**config.mk**
```make
export PLATFORM = sky130hd
export DESIGN_NAME = rf_wb_ctrl
export DESIGN_NICKNAME = d
export VERILOG_FILES = /design/src/rtl/rf_wb_ctrl.sv
export SDC_FILE = /design/constraint.sdc
export NUM_CORES = 1
export LEC_CHECK = 0
export CAP_MARGIN = 0
export CORE_MARGIN = 3
export CORE_UTILIZATION = 40
export DETAILED_ROUTE_END_ITERATION = 8
export PLACE_DENSITY = 0.64
export SYNTH_ARGS = -nofsm -noshare
export SYNTH_HDL_FRONTEND = slang
export SYNTH_SLANG_ARGS = --single-unit
```
**constraint.sdc**
```tcl
create_clock -name clk -period 4.4 [get_ports clk]
set_clock_uncertainty 0.1 [all_clocks]
set_input_delay 0.88 -clock clk [delete_from_list [all_inputs] [get_ports clk]]
set_output_delay 0.88 -clock clk [all_outputs]
set_load 0.01 [all_outputs]
```
**src/rtl/rf_wb_ctrl.sv**
```systemverilog
`default_nettype none
// ============================================================================
// Module      : rf_wb_ctrl
// Description : Write-back controller for the 32 x XLEN integer register file.
//               Merges single-cycle execute results (port A) with buffered
//               long-latency results (port B) into one registered write port,
//               and tracks pending long-latency destinations in a scoreboard.
// Ports       : clk, rst (async, active-high)
//               a_valid/a_rd/a_data          execute-pipe result, no backpressure
//               b_valid/b_ready/b_rd/b_data  long-latency result, valid/ready
//               issue_valid/issue_rd         long-latency op issued by decode
//               rs1_index/rs2_index -> rs1_busy/rs2_busy  scoreboard lookup
//               wb_en/rd_index/wb_data       registered register-file write port
// Options     : `define WB_FWD_EN adds rs1/rs2_fwd_hit and rs1/rs2_fwd_data,
//               a combinational bypass of the write port for decode reads.
// Revision    : 1.0 - initial release
// ============================================================================
module rf_wb_ctrl #(
    parameter int DEPTH = 4,
    parameter int XLEN  = 64
) (
    input  logic            clk,
    input  logic            rst,
    input  logic            a_valid,
    input  logic [4:0]      a_rd,
    input  logic [XLEN-1:0] a_data,
    input  logic            b_valid,
    output logic            b_ready,
    input  logic [4:0]      b_rd,
    input  logic [XLEN-1:0] b_data,
    input  logic            issue_valid,
    input  logic [4:0]      issue_rd,
    input  logic [4:0]      rs1_index,
    input  logic [4:0]      rs2_index,
    output logic            rs1_busy,
    output logic            rs2_busy,
    output logic            wb_en,
    output logic [4:0]      rd_index,
    output logic [XLEN-1:0] wb_data
`ifdef WB_FWD_EN
    ,
    output logic            rs1_fwd_hit,
    output logic            rs2_fwd_hit,
    output logic [XLEN-1:0] rs1_fwd_data,
    output logic [XLEN-1:0] rs2_fwd_data
`endif
);

    localparam int AW = $clog2(DEPTH);
    localparam logic [AW-1:0] c_PTR_ONE  = AW'(1);
    localparam logic [AW:0]   c_CNT_ONE  = (AW+1)'(1);
    localparam logic [AW:0]   c_CNT_FULL = (AW+1)'(DEPTH);

    // Port-B result FIFO storage (no reset needed; validity comes from r_count)
    logic [4:0]      r_mem_rd   [DEPTH];
    logic [XLEN-1:0] r_mem_data [DEPTH];
    logic [AW-1:0]   r_wr_ptr;
    logic [AW-1:0]   r_rd_ptr;
    logic [AW:0]     r_count;

    logic [31:0]     r_sb;
    logic [31:0]     w_sb_next;

    logic            w_push;
    logic            w_pop;
    logic [4:0]      w_head_rd;
    logic [XLEN-1:0] w_head_data;

    assign b_ready     = (r_count != c_CNT_FULL);
    assign w_push      = b_valid && b_ready;
    // A owns the write port whenever it is valid; the FIFO only drains on idle A cycles.
    assign w_pop       = !a_valid && (r_count != '0);
    assign w_head_rd   = r_mem_rd[r_rd_ptr];
    assign w_head_data = r_mem_data[r_rd_ptr];

    always_ff @(posedge clk) begin
        if (w_push) begin
            r_mem_rd[r_wr_ptr]   <= b_rd;
            r_mem_data[r_wr_ptr] <= b_data;
        end
    end

    always_ff @(posedge clk or posedge rst) begin
        if (rst) begin
            r_wr_ptr <= '0;
            r_rd_ptr <= '0;
            r_count  <= '0;
        end else begin
            if (w_push) r_wr_ptr <= r_wr_ptr + c_PTR_ONE;
            if (w_pop)  r_rd_ptr <= r_rd_ptr + c_PTR_ONE;
            case ({w_push, w_pop})
                2'b10:   r_count <= r_count + c_CNT_ONE;
                2'b01:   r_count <= r_count - c_CNT_ONE;
                default: r_count <= r_count;
            endcase
        end
    end

    // Output stage: results for x0 are consumed but never raise wb_en.
    always_ff @(posedge clk or posedge rst) begin
        if (rst) begin
            wb_en    <= 1'b0;
            rd_index <= '0;
            wb_data  <= '0;
        end else if (a_valid) begin
            wb_en    <= (a_rd != 5'd0);
            rd_index <= a_rd;
            wb_data  <= a_data;
        end else if (w_pop) begin
            wb_en    <= (w_head_rd != 5'd0);
            rd_index <= w_head_rd;
            wb_data  <= w_head_data;
        end else begin
            wb_en    <= 1'b0;
        end
    end

    // Scoreboard: clear on pop first, then apply issue so a same-cycle set wins.
    always_comb begin
        w_sb_next = r_sb;
        if (w_pop) begin
            w_sb_next[w_head_rd] = 1'b0;
        end
        if (issue_valid) begin
            w_sb_next[issue_rd] = 1'b1;
        end
        w_sb_next[0] = 1'b0;
    end

    always_ff @(posedge clk or posedge rst) begin
        if (rst) begin
            r_sb <= '0;
        end else begin
            r_sb <= w_sb_next;
        end
    end

    assign rs1_busy = r_sb[rs1_index];
    assign rs2_busy = r_sb[rs2_index];

`ifdef WB_FWD_EN
    assign rs1_fwd_hit  = wb_en && (rd_index == rs1_index) && (rs1_index != 5'd0);
    assign rs2_fwd_hit  = wb_en && (rd_index == rs2_index) && (rs2_index != 5'd0);
    assign rs1_fwd_data = wb_data;
    assign rs2_fwd_data = wb_data;
`endif

endmodule
`default_nettype wire

```
## After elaboration in Yosys (flattened, before gate mapping)

Memories as Yosys holds them, arrays and structs flattened.
Cells that the tools add are included.

- Flip-flop bits (word level): 108
- Word-level logic and storage cells: 54
- Input port bits: 158
- Output and inout bits: 73
- Memory bits (writable): 276
- Memories: 2

Memory list:

| memory | words | width | read ports | clocked after Yosys merged registers in | wr ports | RTL line | RTL |
|---|---|---|---|---|---|---|---|
| r_mem_data | 4 | 64 | 1 | 0 | 1 | 56 | `logic [XLEN-1:0] r_mem_data [DEPTH];` |
| r_mem_rd | 4 | 5 | 1 | 0 | 1 | 55 | `logic [4:0] r_mem_rd [DEPTH];` |

- Reduce and logical (&&, ||, !) cells: 10
- $lt $le $gt $ge: 6
- $add $sub $neg: 4
- Mux-type cells: 19
- Bitwise operators: 3
- Equality and inequality tests: 3

Operators by type and width:

| operator | number |
|---|---|
| $mux W64 | 2 |
| $mux W32 | 2 |
| $and A32 B32 Y32 | 1 |
| $not A32 Y32 | 1 |
| $or A32 B32 Y32 | 1 |
| $lt A5 B6 Y1 const B | 4 |
| $bmux W1 S5 | 2 |
| $demux W1 S5 | 2 |
| $ge A5 B1 Y1 const B | 2 |
| $mux W5 | 2 |
| $reduce_bool A5 Y1 | 2 |
| $mux W1 | 8 |
| $pmux W3 S2 | 1 |
| $add A2 B1 Y2 const B | 2 |
| $logic_and A1 B1 Y1 | 4 |
| $reduce_bool A2 Y1 | 2 |
| $add A3 B1 Y3 const B | 1 |
| $ne A3 B3 Y1 const B | 1 |
| $reduce_bool A3 Y1 | 1 |
| $sub A3 B1 Y3 const B | 1 |
| $eq A2 B1 Y1 const B | 1 |
| $eq A2 B2 Y1 const B | 1 |
| $logic_not A1 Y1 | 1 |

## Longest topological paths before layout

An unclocked memory read counts as a cell.

- Depth in word-level cells: 10
- Mapped depth: 10
- Gate-level depth less buffers: 10

## Least setup slack after synthesis

Ideal clock, no wire load.

- Kind: input -> output
- From: in rs1_index[0]
- To: out rs1_busy
- Data required time: 3420 ps
- Stages on the path: 5
- Path buffers: 1
- Data arrival time: 2384 ps
- Setup slack: 1036 ps
- Path through: clkbuf_1 > mux4_2 > inv_1 > a2111oi_0 > or4_1

- Longest elaborated chain between the ends: 2

Ends and longest elaborated chain:

| item | RTL line | RTL |
|---|---|---|
| start: declaration | 33 | `input logic [4:0] rs1_index,` |
| $bmux W1 S5 | 138 | `assign rs1_busy = r_sb[rs1_index];` |
| $mux W1 (implied by the code) | 138 |  |
| end: declaration | 35 | `output logic rs1_busy,` |

No other way between the ends. The select of a mux whose other input is x is not followed.

## Worst setup path in the final report

- From: in rs1_index[1]
- To: out rs1_busy

The elaborated chain is that of the path after synthesis.

==> impl_metrics.yaml <==
place:
  place_area_sq_mm: 0.0184
  pre_cts_ws_ns: 0.116
  dpl.hpwl_um: 22800
  place_congestion: 0.894
  io_buffers: 230
pwr:
  internal_power_mw: 8.96
  leakage_nw: 7.06
  p_comb_share_pct: 28.3
  p_seq_share_pct: 43.7
  p_sw_share_pct: 29.3
  power_density_mw_per_mm2: 640
  switching_power_mw: 3.71
  clkPwrFrac_pct: 27.9
  peakVddDrop_mv: 0.366
clock_network:
  worstSkewPairLatency_ns: 0.55
  cts_buffers: 41
  htreeDepth: 2
  path_clk_slew_ns: 0.06
  cts_tree: "built"
  root_buffer: "clkbuf_16"
  clockBufferDepth: 3
  cts.sinks: 384
die:
  num_io_pins: 231
  coreArea_sq_mm: 0.0378
  dieHeight_um: 202
  initial_core_util_pct: 40.8
  num_rows: 71
  die_area_sq_mm: 0.0409
  die_w_um: 202
worst_setup_path:
  cp_num_buf_inv: 3
  critPathMaxFanout: 9
  path_delay_family: "buffers and inverters"
  crit_top_cell: "clkdlybuf4s50_1"
  cp-end-kind: "primary output"
  startpoint_type: "input pin"
  cpMaxStageDelayCell: "mux4_2"
  slowest_delay_ns: 0.51
  arrival_ns: 3.21
  worstPathCellList: "clkdlybuf4s50_1 -> buf_4 -> mux4_2 -> and4b_1 -> or4_1 -> clkdlybuf4s50_1"
  critPathKind: "input pin to primary output"
  required_ns: 3.42
timing:
  finalHoldViolCount: 0
  max-slew-margin-rel_pct: 31.3
  setup_ws_ns: 0.210
  setup_viol: 0
  tightest_slew_ns: 1.03
  rsz0062_at_grt: "no"
  fin_crit_ns: 4.19
  drv_slew: 0
  fin_setup_tns_ns: 0
  hold_ws_ns: 0.376
  fmax_mhz: 239
  timing.final.crit_share_pct: 95.2
synth:
  syn_area_sq_mm: 0.0154
  synth_top_area_share_pct: 53.8
  synth.largest_area_cell: "edfxtp_1"
  ys_seq_elements: 384
  synthArstFlopShare_pct: 28.1
  avgSynthCellArea_sq_um: 17.1
  synth_edf_count: 276
  ys_types: 40
  synthTopCellsByArea: "edfxtp_1 54%, dfrtp_1 18%, mux4_2 12%, mux2i_1 4.2%, nand2_1 3.2%"
  yosysWarnings: 0
  synth.net_count: 1064
  seq_area_frac_synth_pct: 71.4
  synth_ff_type: "edfxtp_1"
  synth_cells: 900
route:
  vias: 8653
  drtIter0Drc: 437
  dr.pass1.iters: 5
  wl_um: 35200
  drc: 0
  ant_nets: 0
  vias_per_cell: 5.12
  wl_per_cell_um: 20.8
final_layout:
  multiInputGateArea_sq_mm: 0.00417
  final-seq-area_sq_mm: 0.0110
  layout.nets: 1310
  syn2layout_area_growth_pct: 28.5
  fill_cells: 3131
  drive_gt1_share_pct: 15.5
  stdcell_area_sq_mm: 0.0198
  diodes: 0
flow_run:
  drv_cap: 0
min_path:
  hold_class: "flop to flop"
outcome:
  status: "finished, final reports clean"
global_route:
  grtUsageTotal_pct: 17.4
  grt_pass1_wl_um: 54800
  grt_max_degree: 107
  antenna_found_initial: 3
  grt_pass1_vias: 9275
  grt-ovfl-total: 0
[cell families (layout without fill, tap and decap cells)]
kind of cell	after synthesis	after routing	synth area share [%]
DFF	384	384	71.4
xor gates and xnor gates	6	6	0.341
and+or+nand+nor	185	185	5.71
muxes	151	151	16.6
AOI/OAI and AO/OA	106	106	3.72
adders and majority gates	6	6	0.537
buffers and inverters	62	341	1.70
[tightest hold or removal path, stage by stage, from the launching register on]
cell     delay (ns)
dfrtp_1        0.34
nand2_1        0.04
o21ai_0        0.06
[registers in the layout (all words and copies together) (netlist names)]
register    flops
r_count         3
wb_en           1
r_sb           31
r_rd_ptr        2
wb_data        64
r_mem_data    256
rd_index        5
r_wr_ptr        2
r_mem_rd       20
[area by class of cell]
| cell class | instances | share of cell area (%) |
|---|---|---|
| sequential | 384 | 55.6 |
| multi-input combinational | 454 | 21.1 |
| timing repair buffer | 251 | 12.7 |
| clock buffer | 55 | 5.91 |
| tap | 511 | 3.23 |
| clock inverter | 21 | 1.21 |
| inverter | 14 | 0.278 |
[routing by layer]
| layer | part of all wire, % | GRT usage (%) | up-vias |
|---|---|---|---|
| met1 | 43 | 23.4 | 4353 |
| met4 | 2.2 | 5.00 | 6 |
| met5 | 0.10 | 0 | - |
| met3 | 5.7 | 4.24 | 67 |
| li1 | - | - | 4002 |
| met2 | 49 | 28.5 | 225 |
[final timing paths]
kind | from | endpoint | slack (ns) | cells past startpoint
setup / recovery | rs1_index[1] | rs1_busy | 0.21 | 6
setup reg to reg | r_rd_ptr[0] | r_sb[22] | 1.82 | 4
min in group asynchronous | rst | wb_data[41] | 0.63 | 2
max in group asynchronous | rst | wb_data[15] | 2.73 | 3
hold reg to reg | wb_data[35] | wb_data[35] | 0.38 | 2
hold / removal | wb_data[35] | wb_data[35] | 0.38 | 2
[cell usage after synthesis, drive strengths merged (2+ instances only)]
| library cell | number |
|---|---|
| o21ai | 96 |
| nand4 | 4 |
| nand3b | 5 |
| nor3b | 4 |
| nand3 | 4 |
| nor4bb | 2 |
| or4b | 2 |
| nor2b | 4 |
| xnor2 | 3 |
| ha | 5 |
| a2111oi | 2 |
| mux4 | 83 |
| nand2 | 130 |
| inv | 14 |
| edfxtp | 276 |
| nor2 | 4 |
| clkbuf | 19 |
| dfrtp | 108 |
| nand4b | 2 |
| a222oi | 5 |
| mux2i | 65 |
| mux2 | 3 |
| nor3 | 2 |
| and4b | 2 |
| buf | 29 |
| or3b | 3 |
| a221oi | 2 |
| and3 | 6 |
| and3b | 3 |
| xor2 | 3 |
| or4 | 4 |
[cell usage in the layout, fill, tap and decap left out, types with 5 or more instances in the layout]
master	n
o21ai_0	80
clkdlybuf4s50_1	228
clkbuf_1	6
inv_1	13
a222oi_1	5
clkbuf_8	7
dfrtp_1	106
mux2i_1	65
o21ai_1	16
nand2_1	130
edfxtp_1	276
mux4_2	83
nand3b_1	5
clkbuf_16	42
buf_4	18
ha_1	5
clkinv_2	7
[timing repair]
item | in CTS | in global routing
setup buffers | 0 | 0
hold buffers | 0 | 0
resized for setup | 0 | 1
endpoints found under the setup margin | 0 | 1
[stage by stage]
stage,util [%],instances,total power [mW]
2_1_floorplan,-,900,7.59
3_3_place_gp,48.6,1614,9.23
3_5_place_dp,48.6,1614,9.29
4_1_cts,52.4,1690,12.9
5_1_grt,52.4,1690,13.4
6_report,52.4,1690,12.7
[power by group through the flow]
stage	Clock (mW)	Sequential (mW)	Combinational, mW
2_1_floorplan	0	5.51	2.08
3_3_place_gp	0	5.59	3.64
3_5_place_dp	0	5.61	3.68
4_1_cts	3.65	5.55	3.68
5_1_grt	3.80	5.64	3.91
6_report	3.54	5.54	3.59
Power figures use the tool's default switching activity.
